<file path="src/rtl/instr_fetch_unit.sv">
// Instruction fetch unit: holds the PC, fetches one 16-bit word per request
// over a req/ack memory handshake, applies branch/jump redirects and raises a
// sticky fault when memory fails to answer within TIMEOUT cycles.
//
// state   | meaning
// --------+-----------------------------------------------------------------
// ST_IDLE | no fetch outstanding; accepts redirects and fetch requests
// ST_WAIT | imem_req held high at imem_addr until ack or timeout
module instr_fetch_unit #(
    parameter logic [15:0] RESET_PC = 16'h0000,
    parameter logic [15:0] PC_STEP  = 16'd1,
    parameter int unsigned TIMEOUT  = 15
) (
    input  logic        clk,
    input  logic        rst,
    input  logic        fetch_req,
    input  logic        pc_load,
    input  logic [15:0] pc_target,
    output logic        imem_req,
    output logic [15:0] imem_addr,
    input  logic        imem_ack,
    input  logic [15:0] imem_rdata,
    output logic [15:0] PC_out,
    output logic [15:0] IR_out,
    output logic        ir_valid,
    output logic        busy,
    output logic        fault
);

    localparam logic [7:0] TIMEOUT_CNT = 8'(TIMEOUT);

    typedef enum logic {
        ST_IDLE,
        ST_WAIT
    } state_t;

    state_t      r_state,      w_state_nxt;
    logic [15:0] r_pc,         w_pc_nxt;
    logic [15:0] r_ir,         w_ir_nxt;
    logic        r_ir_valid,   w_ir_valid_nxt;
    logic [15:0] r_addr,       w_addr_nxt;
    logic        r_fault,      w_fault_nxt;
    logic        r_pend_valid, w_pend_valid_nxt;
    logic [15:0] r_pend_pc,    w_pend_pc_nxt;
    logic [7:0]  r_cnt,        w_cnt_nxt;
    logic [7:0]  w_cnt_inc;

    assign w_cnt_inc = r_cnt + 8'd1;

    // Next-state and next-register computation for the fetch handshake
    always_comb begin
        w_state_nxt      = r_state;
        w_pc_nxt         = r_pc;
        w_ir_nxt         = r_ir;
        w_ir_valid_nxt   = 1'b0;
        w_addr_nxt       = r_addr;
        w_fault_nxt      = r_fault;
        w_pend_valid_nxt = r_pend_valid;
        w_pend_pc_nxt    = r_pend_pc;
        w_cnt_nxt        = r_cnt;

        case (r_state)
            ST_IDLE: begin
                if (pc_load) begin
                    w_pc_nxt = pc_target;
                end
                // A redirect in the same cycle as the request steers the fetch.
                if (fetch_req && !r_fault) begin
                    w_addr_nxt       = pc_load ? pc_target : r_pc;
                    w_cnt_nxt        = 8'd0;
                    w_pend_valid_nxt = 1'b0;
                    w_state_nxt      = ST_WAIT;
                end
            end
            ST_WAIT: begin
                // Redirects during a fetch are parked; the newest one wins.
                if (pc_load) begin
                    w_pend_valid_nxt = 1'b1;
                    w_pend_pc_nxt    = pc_target;
                end
                if (imem_ack) begin
                    w_ir_nxt         = imem_rdata;
                    w_ir_valid_nxt   = 1'b1;
                    if (pc_load) begin
                        w_pc_nxt = pc_target;
                    end else if (r_pend_valid) begin
                        w_pc_nxt = r_pend_pc;
                    end else begin
                        w_pc_nxt = r_addr + PC_STEP;
                    end
                    w_pend_valid_nxt = 1'b0;
                    w_state_nxt      = ST_IDLE;
                end else begin
                    w_cnt_nxt = w_cnt_inc;
                    if (w_cnt_inc == TIMEOUT_CNT) begin
                        w_fault_nxt = 1'b1;
                        if (pc_load) begin
                            w_pc_nxt = pc_target;
                        end else if (r_pend_valid) begin
                            w_pc_nxt = r_pend_pc;
                        end
                        w_pend_valid_nxt = 1'b0;
                        w_state_nxt      = ST_IDLE;
                    end
                end
            end
            default: begin
                w_state_nxt = ST_IDLE;
            end
        endcase
    end

    // State and datapath registers with synchronous reset
    always_ff @(posedge clk) begin
        if (rst) begin
            r_state      <= ST_IDLE;
            r_pc         <= RESET_PC;
            r_ir         <= 16'h0000;
            r_ir_valid   <= 1'b0;
            r_addr       <= RESET_PC;
            r_fault      <= 1'b0;
            r_pend_valid <= 1'b0;
            r_pend_pc    <= 16'h0000;
            r_cnt        <= 8'd0;
        end else begin
            r_state      <= w_state_nxt;
            r_pc         <= w_pc_nxt;
            r_ir         <= w_ir_nxt;
            r_ir_valid   <= w_ir_valid_nxt;
            r_addr       <= w_addr_nxt;
            r_fault      <= w_fault_nxt;
            r_pend_valid <= w_pend_valid_nxt;
            r_pend_pc    <= w_pend_pc_nxt;
            r_cnt        <= w_cnt_nxt;
        end
    end

    assign imem_req  = (r_state == ST_WAIT);
    assign busy      = (r_state == ST_WAIT);
    assign imem_addr = r_addr;
    assign PC_out    = r_pc;
    assign IR_out    = r_ir;
    assign ir_valid  = r_ir_valid;
    assign fault     = r_fault;

endmodule

</file>
<file path="config.mk">
export PLATFORM = sky130hd
export DESIGN_NAME = instr_fetch_unit
export DESIGN_NICKNAME = d
export VERILOG_FILES = /design/src/rtl/instr_fetch_unit.sv
export SDC_FILE = /design/constraint.sdc
export NUM_CORES = 1
export LEC_CHECK = 0
export CAP_MARGIN = 20
export CELL_PAD_IN_SITES_DETAIL_PLACEMENT = 1
export CELL_PAD_IN_SITES_GLOBAL_PLACEMENT = 1
export CORE_MARGIN = 2
export CORE_UTILIZATION = 38
export CTS_BUF_LIST = sky130_fd_sc_hd__clkbuf_2
export DETAILED_ROUTE_END_ITERATION = 12
export GPL_TIMING_DRIVEN = 0
export HOLD_SLACK_MARGIN = 0.02
export PLACE_DENSITY = 0.84
export SYNTH_ARGS = -nofsm -noshare
export SYNTH_HDL_FRONTEND = slang
export SYNTH_SLANG_ARGS = --single-unit
</file>
<file path="constraint.sdc">
create_clock -name clk -period 2.1 [get_ports clk]
set_input_delay 0.42 -clock clk [delete_from_list [all_inputs] [get_ports clk]]
set_output_delay 0.42 -clock clk [all_outputs]
set_load 0.05 [all_outputs]
</file>
==> flow_metrics.py <==
metrics = {
    "status": {
        "status": "finished clean",
    },
    "critical_path": {
        "critPathMaxFanout": 10,
        "required_ns": 2.56,
        "critPathKind": "primary input to flop",
        "worstSetupEndpointType": "flop",
        "worstPathArrival_ns": 2.52,
        "startpoint_type": "primary input",
    },
    "grt": {
        "first_global_vias": 4263,
        "grt_overflow": 0,
        "grt_first_pass_wirelength_um": 21900,
        "antenna_found_initial": 0,
        "grt_max_degree": 14,
        "grtUsageTotal_pct": 25.0,
    },
    "sta": {
        "period_share_pct": 98.1,
        "hold_viol_final": 0,
        "fin_crit_ns": 2.06,
        "final-setup-viol-count": 0,
        "skew_ns": 0.0527,
        "rsz0062_at_grt": "no",
        "fmax_mhz": 485,
        "hold_slack_ns": 0.367,
        "slew_viol_final": 0,
        "tns_ns": 0,
        "setup_ws_ns": 0.0397,
        "worstMarginPinSlew_ns": 0.690,
        "slew_headroom_pct": 54.0,
    },
    "clock_network": {
        "cts-htree-levels": 3,
        "root_buffer": "clkbuf_2",
        "clock_latency_ns": 0.58,
        "path_clk_slew_ns": 0.23,
        "clockBufferDepth": 2,
        "clock_sinks": 76,
        "numCtsBuffers": 9,
        "cts_tree": "yes",
    },
    "min_path": {
        "hold_path.class": "primary input to flop",
    },
    "detailed_routing": {
        "drc": 0,
        "first_pass_iters": 4,
        "routed_wl_um": 13800,
        "drt-initial-drc-count": 262,
        "ant_nets": 0,
        "wl_per_cell_um": 19.1,
        "avgViaCountPerCell": 5.69,
        "vias": 4102,
    },
    "finish": {
        "final_common_cell": "nand2_1",
        "utilization_pct": 51.7,
        "n_fill_cell": 1241,
        "most-common-layout-cells": "96 x nand2_1, 73 x dfxtp_1, 52 x nor2_1",
        "fin_area_um2": 5050,
        "nets": 623,
        "diodes": 0,
        "stdcell_count": 721,
        "area_delta_synth_final_pct": 31.7,
        "drive_gt1_share_pct": 12.8,
    },
    "floorplan": {
        "num_rows": 36,
        "die_area_um2": 10900,
        "fp.dieW_um": 104,
        "start_util_pct": 39.3,
        "die_h_um": 104,
        "coreArea_um2": 9770,
        "ios": 89,
    },
    "power_and_ir_drop": {
        "p_int_mw": 2.06,
        "power_density_nw_per_um2": 647,
        "pwr-share-comb_pct": 25.2,
        "power.total_mw": 3.27,
        "switching_share_pct": 36.9,
        "power_switching_mw": 1.21,
        "clkPwrFrac_pct": 25.5,
        "p_seq_share_pct": 49.4,
        "ir_drop_uv": 254,
        "power.leakage_nw": 1.98,
    },
    "logic_synthesis": {
        "yosys.cell_types.count": 56,
        "ys.flop_type": "dfxtp_1",
        "syn_area_um2": 3840,
        "syn_inst": 479,
        "synth_nets": 519,
        "yosys_warnings": 0,
        "avgSynthCellArea_um2": 8.01,
        "ys_seq_elements": 76,
        "synth_edf_count": 0,
        "async_reset_ff_share_pct": 0,
        "ys_seq_area_share_pct": 39.6,
    },
    "placed_design": {
        "place_ws_ns": -0.501,
        "portBuffers": 86,
        "gp_congestion": 0.866,
        "place_inst": 698,
        "hpwlAfterDp_um": 10000,
        "place_area_um2": 4860,
    },
    "run": {
        "max-cap-violations": 0,
    },
}
==> worst max-delay path, cell delays in order <==
cell and delay, ns:
clkdlybuf4s50_1 0.62, nor2b_1 0.19, buf_2 0.28, buf_2 0.30, o21ai_0 0.15, a21oi_1 0.19
o22ai_1 0.11, o32ai_1 0.27
==> synthesized netlist by cell type (2+ instances only) <==
| cell | n | share of area (%) |
|---|---|---|
| a311oi_1 | 4 | 0.91 |
| nand2b_1 | 3 | 0.49 |
| a31oi_1 | 4 | 0.65 |
| a211oi_2 | 3 | 0.98 |
| xor2_1 | 6 | 1.4 |
| buf_1 | 2 | 0.20 |
| buf_4 | 2 | 0.39 |
| nand3_1 | 7 | 0.91 |
| nor2_1 | 53 | 5.2 |
| dfxtp_1 | 76 | 40 |
| a221oi_1 | 10 | 2.3 |
| xnor2_1 | 6 | 1.4 |
| nor4_1 | 5 | 0.82 |
| a211oi_1 | 19 | 3.7 |
| mux2i_1 | 14 | 3.7 |
| nand2_1 | 97 | 9.5 |
| or3_1 | 4 | 0.65 |
| a21oi_1 | 50 | 6.5 |
| o32ai_2 | 2 | 0.85 |
| a31o_1 | 2 | 0.46 |
| a311oi_2 | 2 | 0.78 |
| o32ai_1 | 2 | 0.46 |
| o22ai_1 | 4 | 0.65 |
| buf_6 | 3 | 0.88 |
| nor2b_1 | 4 | 0.65 |
| nand4_1 | 2 | 0.33 |
| o21ai_0 | 12 | 1.6 |
| o31ai_1 | 4 | 0.78 |
| a2bb2oi_1 | 6 | 1.4 |
| clkbuf_1 | 22 | 2.2 |
| inv_1 | 7 | 0.68 |
| a21o_1 | 3 | 0.59 |
| and4_1 | 2 | 0.46 |
| nor3_1 | 8 | 1.0 |
| buf_2 | 6 | 0.78 |
| ha_1 | 3 | 0.98 |
==> logic make-up (layout without fill, tap and decap cells) <==
family | after synthesis | count (layout) | synth area share (%)
AOI/OAI and AO/OA | 138 | 138 | 25.9
muxes | 14 | 14 | 3.65
buffers and inverters | 42 | 151 | 5.09
xor gates and xnor gates | 12 | 12 | 2.74
and+or+nand+nor | 194 | 194 | 22.0
adders and majority gates | 3 | 3 | 0.978
DFF | 76 | 76 | 39.6
==> state kept, by name, indices dropped and copies added, names as in the netlist <==
signal / count
IR_out: 16
PC_out: 16
imem_addr: 16
r_pend_pc: 16
r_cnt: 8
busy: 1
fault: 1
ir_valid: 1
r_pend_valid: 1
==> routing by layer <==
metal / up-vias / share of wire [%] / wire length, um / GRT usage, %
met5: - / 0 / 0 / 0
met4: 0 / 1.9 / 263 / 8.01
met3: 29 / 7.4 / 1020 / 7.46
met2: 148 / 50 / 6920 / 43.5
met1: 2011 / 41 / 5590 / 29.3
li1: 1914 / - / - / -
==> power groups by stage <==
stage / registers (mW) / clock network [mW] / logic, mW
5_1_grt: 1.63 / 0.904 / 0.871
2_1_floorplan: 1.85 / 0 / 0.307
3_5_place_dp: 1.64 / 0 / 0.851
6_report: 1.61 / 0.832 / 0.822
4_1_cts: 1.61 / 0.835 / 0.815
3_3_place_gp: 1.64 / 0 / 0.832
==> path summary, 6_finish.rpt <==
check / from / to / slack [ns] / cells after the start
worst max register to register: imem_addr[4] / PC_out[11] / 0.09 / 5
worst min register to register: IR_out[11] / IR_out[11] / 0.47 / 2
worst min-delay path: pc_load / imem_addr[12] / 0.37 / 3
worst max-delay path: imem_ack / PC_out[3] / 0.04 / 8
==> final cells by class <==
type                       instances  area [um^2]  share of cell area, %
buffer                            35          176                   3.49
clock buffer                       9         45.0                  0.891
clock inverter                     7         67.6                   1.34
inverter                           7         26.3                  0.520
multi-input combinational        361         2190                   43.4
sequential                        76         1530                   30.3
tap                              133          166                   3.29
timing repair buffer              93          850                   16.8
==> what timing repair did <==
item,in CTS,in global routing
endpoints found under the setup margin,78,45
gates cloned,1,0
setup buffers,3,3
pin swaps,2,1
gates resized for setup,66,28
hold buffers,0,0
No activity file was read; power rests on OpenSTA's default activity.
